[config.mk]
export PLATFORM = sky130hd
export DESIGN_NAME = input_vc_arbiter_flat
export DESIGN_NICKNAME = d
export VERILOG_FILES = /design/src/rtl/input_vc_arbiter_if.sv /design/src/rtl/input_vc_arbiter.sv /design/src/flat_wrapper.sv
export SDC_FILE = /design/constraint.sdc
export NUM_CORES = 1
export LEC_CHECK = 0
export CAP_MARGIN = 5
export CORE_MARGIN = 2
export CORE_UTILIZATION = 55
export DETAILED_ROUTE_END_ITERATION = 12
export GPL_ROUTABILITY_DRIVEN = 0
export GPL_TIMING_DRIVEN = 0
export PLACE_DENSITY = 0.87
export SYNTH_ARGS = -nofsm -noshare
export SYNTH_HDL_FRONTEND = slang
export SYNTH_SLANG_ARGS = --single-unit
[constraint.sdc]
create_clock -name clk -period 13.9 [get_ports clk]
set_input_delay 3.475 -clock clk [delete_from_list [all_inputs] [get_ports clk]]
set_output_delay 3.475 -clock clk [all_outputs]
set_load 0.01 [all_outputs]
[src/rtl/input_vc_arbiter_if.sv]
// Handshake bundle between the per-VC input buffers, the VC arbiter and the
// switch allocator.
interface input_vc_arbiter_if #(
  parameter int vc_num     = 3,
  parameter int prio_num   = 2,
  parameter int output_num = 8
);
  localparam int n = vc_num * prio_num;
  localparam int w = (n > 1) ? $clog2(n) : 1;

  logic [n-1:0]                 has_packet;
  logic [n-1:0][output_num-1:0] dest_i;
  logic [n-1:0][w-1:0]          output_vc_i;
  logic                         last;
  logic [output_num-1:0]        o_req;
  logic [w-1:0]                 o_req_vc;
  logic                         i_gnt;
  logic                         cts;
  logic [w-1:0]                 selected_vc;

  modport master (
    output has_packet, dest_i, output_vc_i, last, i_gnt,
    input  o_req, o_req_vc, cts, selected_vc
  );

  modport slave (
    input  has_packet, dest_i, output_vc_i, last, i_gnt,
    output o_req, o_req_vc, cts, selected_vc
  );
endinterface

[src/rtl/input_vc_arbiter.sv]
// Input-port VC arbiter: strict priority between classes, round-robin inside a
// class, one packet at a time requested from the switch allocator.
//
// state | meaning
// IDLE  | no packet in flight; pick next eligible VC
// REQ   | request held towards the allocator, waiting for grant
// XFER  | granted; cts high until the last beat is accepted
module input_vc_arbiter #(
  parameter int vc_num     = 3,
  parameter int prio_num   = 2,
  parameter int output_num = 8
) (
  input logic                clk,
  input logic                resetn,
  input_vc_arbiter_if.slave  bus
);
  localparam int n  = vc_num * prio_num;
  localparam int w  = (n > 1) ? $clog2(n) : 1;
  localparam int rw = (vc_num > 1) ? $clog2(vc_num) : 1;

  typedef enum logic [1:0] {IDLE, REQ, XFER} state_t;

  state_t                state_q, state_d;
  logic [rw-1:0]         rr_q [prio_num];
  logic [rw-1:0]         rr_d [prio_num];
  logic [w-1:0]          sel_q, sel_d;
  logic [w-1:0]          ovc_q, ovc_d;
  logic [output_num-1:0] req_q, req_d;
  logic                  cts_q, cts_d;

  logic [n-1:0]          eligible;
  logic                  any_elig;
  logic [w-1:0]          pick;

  // Highest class first; within a class scan from its pointer, wrapping.
  always_comb begin
    int lidx;
    logic [w-1:0] idx;
    lidx     = 0;
    idx      = '0;
    pick     = '0;
    any_elig = 1'b0;
    for (int i = 0; i < n; i++) begin
      eligible[i] = bus.has_packet[i] && $onehot(bus.dest_i[i]);
    end
    for (int p = prio_num - 1; p >= 0; p--) begin
      for (int k = 0; k < vc_num; k++) begin
        lidx = int'(rr_q[p]) + k;
        if (lidx >= vc_num) lidx = lidx - vc_num;
        idx = w'(p * vc_num + lidx);
        if (!any_elig && eligible[idx]) begin
          any_elig = 1'b1;
          pick     = idx;
        end
      end
    end
  end

  always_comb begin
    int sl;
    state_d = state_q;
    rr_d    = rr_q;
    sel_d   = sel_q;
    ovc_d   = ovc_q;
    req_d   = req_q;
    cts_d   = cts_q;
    sl      = int'(sel_q) % vc_num;
    case (state_q)
      IDLE: begin
        req_d = '0;
        cts_d = 1'b0;
        if (any_elig) begin
          sel_d   = pick;
          req_d   = bus.dest_i[pick];
          ovc_d   = bus.output_vc_i[pick];
          state_d = REQ;
        end
      end
      REQ: begin
        // A grant in the same cycle as a withdraw still wins.
        if (bus.i_gnt) begin
          state_d = XFER;
          req_d   = '0;
          cts_d   = 1'b1;
        end else if (!bus.has_packet[sel_q]) begin
          state_d = IDLE;
          req_d   = '0;
        end
      end
      XFER: begin
        cts_d = 1'b1;
        if (bus.last) begin
          state_d = IDLE;
          cts_d   = 1'b0;
          for (int p = 0; p < prio_num; p++) begin
            if (p == int'(sel_q) / vc_num) begin
              rr_d[p] = (sl == vc_num - 1) ? '0 : rw'(sl + 1);
            end
          end
        end
      end
      default: state_d = IDLE;
    endcase
  end

  always_ff @(posedge clk) begin
    if (!resetn) begin
      state_q <= IDLE;
      for (int p = 0; p < prio_num; p++) rr_q[p] <= '0;
      sel_q   <= '0;
      ovc_q   <= '0;
      req_q   <= '0;
      cts_q   <= 1'b0;
    end else begin
      state_q <= state_d;
      rr_q    <= rr_d;
      sel_q   <= sel_d;
      ovc_q   <= ovc_d;
      req_q   <= req_d;
      cts_q   <= cts_d;
    end
  end

  assign bus.o_req       = req_q;
  assign bus.o_req_vc    = ovc_q;
  assign bus.cts         = cts_q;
  assign bus.selected_vc = sel_q;
endmodule

[src/flat_wrapper.sv]
// flat-port wrapper written by rule: the top's interface ports become plain ports
module input_vc_arbiter_flat 
#(
  parameter int vc_num     = 3,
  parameter int prio_num   = 2,
  parameter int output_num = 8
)
  (clk, resetn, bus_has_packet, bus_dest_i, bus_output_vc_i, bus_last, bus_i_gnt, bus_o_req, bus_o_req_vc, bus_cts, bus_selected_vc);
  input_vc_arbiter_if #(.vc_num(vc_num), .prio_num(prio_num), .output_num(output_num)) bus_i ();
  input logic clk;
  input logic resetn;
  input wire logic [$bits(bus_i.has_packet)-1:0] bus_has_packet;
  input wire logic [$bits(bus_i.dest_i)-1:0] bus_dest_i;
  input wire logic [$bits(bus_i.output_vc_i)-1:0] bus_output_vc_i;
  input wire logic [$bits(bus_i.last)-1:0] bus_last;
  input wire logic [$bits(bus_i.i_gnt)-1:0] bus_i_gnt;
  output wire logic [$bits(bus_i.o_req)-1:0] bus_o_req;
  output wire logic [$bits(bus_i.o_req_vc)-1:0] bus_o_req_vc;
  output wire logic [$bits(bus_i.cts)-1:0] bus_cts;
  output wire logic [$bits(bus_i.selected_vc)-1:0] bus_selected_vc;
  assign bus_i.has_packet = bus_has_packet;
  assign bus_i.dest_i = bus_dest_i;
  assign bus_i.output_vc_i = bus_output_vc_i;
  assign bus_i.last = bus_last;
  assign bus_i.i_gnt = bus_i_gnt;
  assign bus_o_req = bus_i.o_req;
  assign bus_o_req_vc = bus_i.o_req_vc;
  assign bus_cts = bus_i.cts;
  assign bus_selected_vc = bus_i.selected_vc;
  input_vc_arbiter #(.vc_num(vc_num), .prio_num(prio_num), .output_num(output_num)) u_core (.clk(clk), .resetn(resetn), .bus(bus_i));
endmodule
======== Word level (Yosys, flattened, before mapping) ========
Cells that the tools add are included.
cells by class
  $add $sub $neg .......................... 56
  div/mod/pow operators ................... 2
  $lt $le $gt $ge ......................... 14
  equality and inequality tests ........... 14
  mux-type cells .......................... 49
  reduce and logical (&&, ||, !) cells .... 26
operators with widths
  cell                                                        number
  >= comparator 32 x 3 -> 1 bit, second input constant        4
  adder 4 bit                                                 18
  adder 1 x 1 -> 2 bit                                        24
  2-to-1 mux 3 bit                                            13
  divider 4 x 3 -> 32 bit, second input constant              1
  == test 2 x 32 -> 1 bit, first input constant               1
  == test 32 x 3 -> 1 bit, second input constant              1
  zero test 32 bit                                            1
  less-than comparator 3 x 4 -> 1 bit, second input constant  8
  remainder unit 4 x 3 -> 32 bit, second input constant       1
  2-to-1 mux 8 bit                                            4
  binary-select mux 8 bit (select 3 bit)                      1
  == test 4 x 1 -> 1 bit, second input constant               6
  binary-select mux 1 bit (select 3 bit)                      7
  case mux 8 bit (2 select lines)                             1
  2-to-1 mux 1 bit                                            15
  logical AND 1 bit                                           11
  2-to-1 mux 2 bit                                            5
  adder 3 bit, first input constant                           3
  binary-select mux 3 bit (select 3 bit)                      1
  AND reduction 3 bit                                         3
  adder 2 x 1 -> 3 bit, second input constant                 2
  adder 2 x 2 -> 3 bit, second input constant                 2
  case mux 2 bit (3 select lines)                             1
  other kinds (16)                                            27
word-level totals
  bits in registers ....................... 21
  output and inout bits ................... 15
  logic and storage cells ................. 168

======== Depth between registers and ports, before layout ========
  word-level depth ........................ 27
  gate-level depth with buffers ........... 18
  depth with buffers taken out ............ 16

======== Worst setup path after synthesis ========
OpenSTA, ideal clock, no wires.
  kind .................................... input to register
  from .................................... in bus_dest_i[22]
  to ...................................... reg u_core.req_q[4], in the netlist u_core.bus.o_req[4]
  library setup time ...................... 0.127 ns
  arrival time ............................ 7.785 ns
  required time ........................... 13.773 ns
  slack ................................... 5.988 ns
  cell stages on the path ................. 18
  path buffers ............................ 2
  cells stage by stage .................... ha_1 > fa_1 > inv_1 > fa_1 > inv_1 > ha_1 > fa_1 > nand4bb_1 > nor2_1 > mux4_2 > a211oi_4 > nand2_4 > or3_1 > buf_4 > buf_6 > and3_1 > o21ai_1 > nand4_1
between the ends
  word-level cells in the longest chain between the ends .. 27
RTL lines
  item                                                 RTL line                 RTL
  start, declared                                      flat_wrapper.sv:13       input wire logic [$bits(bus_i.dest_i)-1:0] bus_dest_i;
  adder 1 x 1 -> 2 bit (not written as such) (*)       input_vc_arbiter.sv:44   eligible[i] = bus.has_packet[i] && $onehot(bus.dest_i[i]);
  adder 4 bit (not written as such) (*) (2 in series)  input_vc_arbiter.sv:44
  == test 4 x 1 -> 1 bit (*)                           input_vc_arbiter.sv:44
  logical AND 1 bit (*)                                input_vc_arbiter.sv:44
  binary-select mux 1 bit (select 3 bit)               input_vc_arbiter.sv:51   if (!any_elig && eligible[idx]) begin
  2-to-1 mux 1 bit (not written as such)               input_vc_arbiter.sv:51
  2-to-1 mux 1 bit                                     input_vc_arbiter.sv:51
  zero test 1 bit                                      input_vc_arbiter.sv:51
  [10 not listed]                                      -
  2-to-1 mux 1 bit                                     input_vc_arbiter.sv:51
  zero test 1 bit                                      input_vc_arbiter.sv:51
  logical AND 1 bit                                    input_vc_arbiter.sv:51
  2-to-1 mux 3 bit                                     input_vc_arbiter.sv:51
  binary-select mux 8 bit (select 3 bit)               input_vc_arbiter.sv:74   req_d = bus.dest_i[pick];
  2-to-1 mux 8 bit (not written as such)               input_vc_arbiter.sv:74
  2-to-1 mux 8 bit (*)                                 input_vc_arbiter.sv:72   if (any_elig) begin
  case mux 8 bit (2 select lines) (*)                  input_vc_arbiter.sv:68   case (state_q)
  end signal, assigned                                 input_vc_arbiter.sv:119  req_q <= req_d;
  end, declared                                        input_vc_arbiter.sv:28   logic [output_num-1:0] req_q, req_d;
Every way passes the cells marked *; elsewhere a longest branch is shown, timed or not. The select of a mux whose other input is x is not followed.
A chain may end at the register's enable or synchronous reset.

======== Final worst setup path ========
  from .................................... in bus_dest_i[22]
  to ...................................... reg u_core.req_q[5], in the netlist u_core.bus.o_req[5]
Same word-level chain as after synthesis.

==> flow_summary.ini <==
[status]
status = finished, final reports clean

[sta]
finalHoldViolCount = 0
fmax_ghz = 0.115
rsz0062_at_grt = no
finalCriticalPeriod_ps = 8690
fin_tns_setup_ps = 0
fin_skew_ps = 10.5
slew_headroom_pct = 55.3
worst_pin_slew_ps = 667
finalSetupViolations = 0
slew_viol_final = 0
period_share_pct = 62.5

[die]
ios = 91
start_util_pct = 56.2
die_h_um = 87.1
die_area_um2 = 7590
coreArea_um2 = 6760
die_w_um = 87.1
rows = 30

[placed_design]
hpwl_um = 8900
io_buffer_count = 90

[yosys]
yosys.area.top_type = ha_1
yosysUniqueCellTypes = 77
yosysSeqAreaShare_pct = 11.1
synthesis.instances = 458
synth-seq-cells = 21
synth.top_cells.by_count = inv_1, ha_1, nor2_1, o21ai_0, fa_1
syn_nets = 610
synth_area_leaders = ha_1, fa_1, dfxtp_1
yosys_warnings = 0
syn_avg_cell_area_um2 = 8.29
synthArstFlopShare_pct = 0
yosys.area.top_type_share_pct = 17.1
synth_edf_count = 0
synth_top_flop_cell = dfxtp_1
yosysMostFrequentCell = inv_1
netlist_area_um2 = 3800

[drt]
vias_per_cell = 6.13
ant_nets = 0
drt-total-wl_um = 10700
dr.pass1.iters = 6
via_count = 3871
drt-initial-drc-count = 331
drc = 0
avgRoutedWirePerCell_um = 17.0

[pwr]
p_per_area_nw_per_um2 = 120
p_sw_share_pct = 49.6
comb_power_share_pct = 76.9
p_leak_nw = 2.13
pwr-share-seq_pct = 15.7
finalPower_w = 0.000581
p_int_w = 0.000293
pwr-share-clk_pct = 7.4
vdd_drop_max_mv = 0.0699
p_switching_w = 0.000288

[critical_path]
cp.required_ps = 14040
max_stage_delay_ps = 550
critPathTopFamily = adder cells
slowest_stage = mux4_2
cpMostUsedCell = fa_1
criticalPathCategory = in -> reg
crit_chain = clkdlybuf4s50_1, ha_1, fa_1, inv_1, fa_1, inv_1, ha_1, fa_1, nand4bb_1, nor2_1, mux4_2, a211oi_4, nand2_4, or3_1, buf_4, buf_6, and3_1, o21ai_1, nand4_1
critPathArrivalTime_ps = 8830
end_kind = flip-flop
cp_max_fo = 10
cp-start-kind = input pin
critPathBufInv = 5
rrSetupSlack_ps = 10380

[clock_network]
cts_root_buf = clkbuf_8
h-tree-depth = 1
ctsResizeCount = 0
hold_buffers = 0
post_cts_buffers = 0
clockBufferDepth = 2
tritoncts = yes
numCtsBuffers = 3
cts_sinks = 21
clk_latency_ps = 270
clk_pin_slew_ps = 90

[final_layout]
drive_gt1_share_pct = 6.70
antenna_cells = 0
nNetsFinal = 705
area_delta_synth_final_pct = 27.5
fillers = 503

[global_route]
first_global_vias = 3832
grt_pass1_wl_um = 16800
grt_max_degree = 12
antenna_found_initial = 0
grt.overflow.total = 0
track_usage_pct = 27.9

[run]
cap_violations = 0

[min_path]
hold_path_class = reg -> reg
power by group through the flow:
| stage | clock, W | sequential [W] | combinational [W] |
|---|---|---|---|
| CTS | 0.0000420 | 0.0000909 | 0.000441 |
| finish | 0.0000430 | 0.0000912 | 0.000446 |
| detailed placement | 0 | 0.0000924 | 0.000438 |
| global route | 0.0000446 | 0.0000930 | 0.000491 |
| floorplan | 0 | 0.0000969 | 0.000296 |
| global placement | 0 | 0.0000917 | 0.000424 |
routing by layer:
metal	share of wire (%)	vias up	GRT usage (%)	routed length, um
met5	0	-	0	0
met2	49	180	48.9	5230
met3	7.2	34	3.98	774
met4	3.2	0	12.6	344
li1	-	1832	-	-
met1	41	1825	33.7	4370
worst min-delay path: stages (launching register included):
cell	delay [ps]
dfxtp_1	330
nand2_1	50
nand4_1	80
placed cells by master (no fill, tap or decap), types with 4 or more instances in the layout:
master and instances:
dfxtp_1 21, clkbuf_1 10, nor3_1 13, o21ai_1 16, and3_1 20, a21boi_0 16
mux2i_1 5, nor2b_1 4, nand4_1 9, o21ai_0 25, mux4_2 5, nor2_1 30
ha_1 52, a311o_1 6, nand2_1 21, buf_2 4, inv_1 61, a21oi_1 12
nand3_1 17, a211o_1 9, clkdlybuf4s50_1 90, or3_1 6, a31oi_1 4, fa_1 24
registers in the layout, summed over array words and instances, names as in the netlist:
register                cells
u_core.bus.o_req_vc         3
u_core.bus.selected_vc      3
u_core.bus.o_req            8
u_core.bus.cts              1
u_core.state_q              2
u_core.rr_q                 4
per-stage QoR:
stage | area [um^2] | instances | hold slack [ps] | setup slack, ps | util (%)
after detailed placement | 4800 | 628 | 469 | 5000 | 71.0
after global placement | 4800 | 628 | 458 | 5150 | 71.0
after floorplan | 3800 | 458 | 494 | 5990 | -
after global routing | 4840 | 632 | 509 | 4980 | 71.7
after CTS | 4840 | 632 | 489 | 5230 | 71.7
final | 4840 | 632 | 487 | 5210 | 71.7
layout make-up:
class	instances	area (um^2)	share of cell area, %
flip-flops and latches	21	420	8.68
plain buffers	18	95.1	1.96
well taps	80	100	2.07
inverters	63	236	4.88
multi-input cells	356	3050	62.9
repair buffers	90	901	18.6
clock buffers	4	45.0	0.930
cells by family after synthesis:
| logic type | Yosys count | share of synthesized area [%] |
|---|---|---|
| and+or+nand+nor | 152 | 23.4 |
| adders and majority gates | 76 | 29.8 |
| buffers and inverters | 81 | 8.73 |
| DFF | 21 | 11.1 |
| xor gates and xnor gates | 1 | 0.231 |
| muxes | 11 | 4.58 |
| AOI/OAI and AO/OA | 115 | 22.2 |
| other | 1 | 0.0987 |
final timing paths:
| check | startpoint | to | depth (start not counted) |
|---|---|---|---|
| worst max-delay path | bus_dest_i[22] | u_core.bus.o_req[5] | 19 |
| worst min-delay path | u_core.bus.o_req[4] | u_core.bus.o_req[4] | 2 |
| worst max register to register | u_core.rr_q[0] | u_core.bus.o_req[5] | 12 |
| worst min register to register | u_core.bus.o_req[4] | u_core.bus.o_req[4] | 2 |
Power figures use the tool's default switching activity.
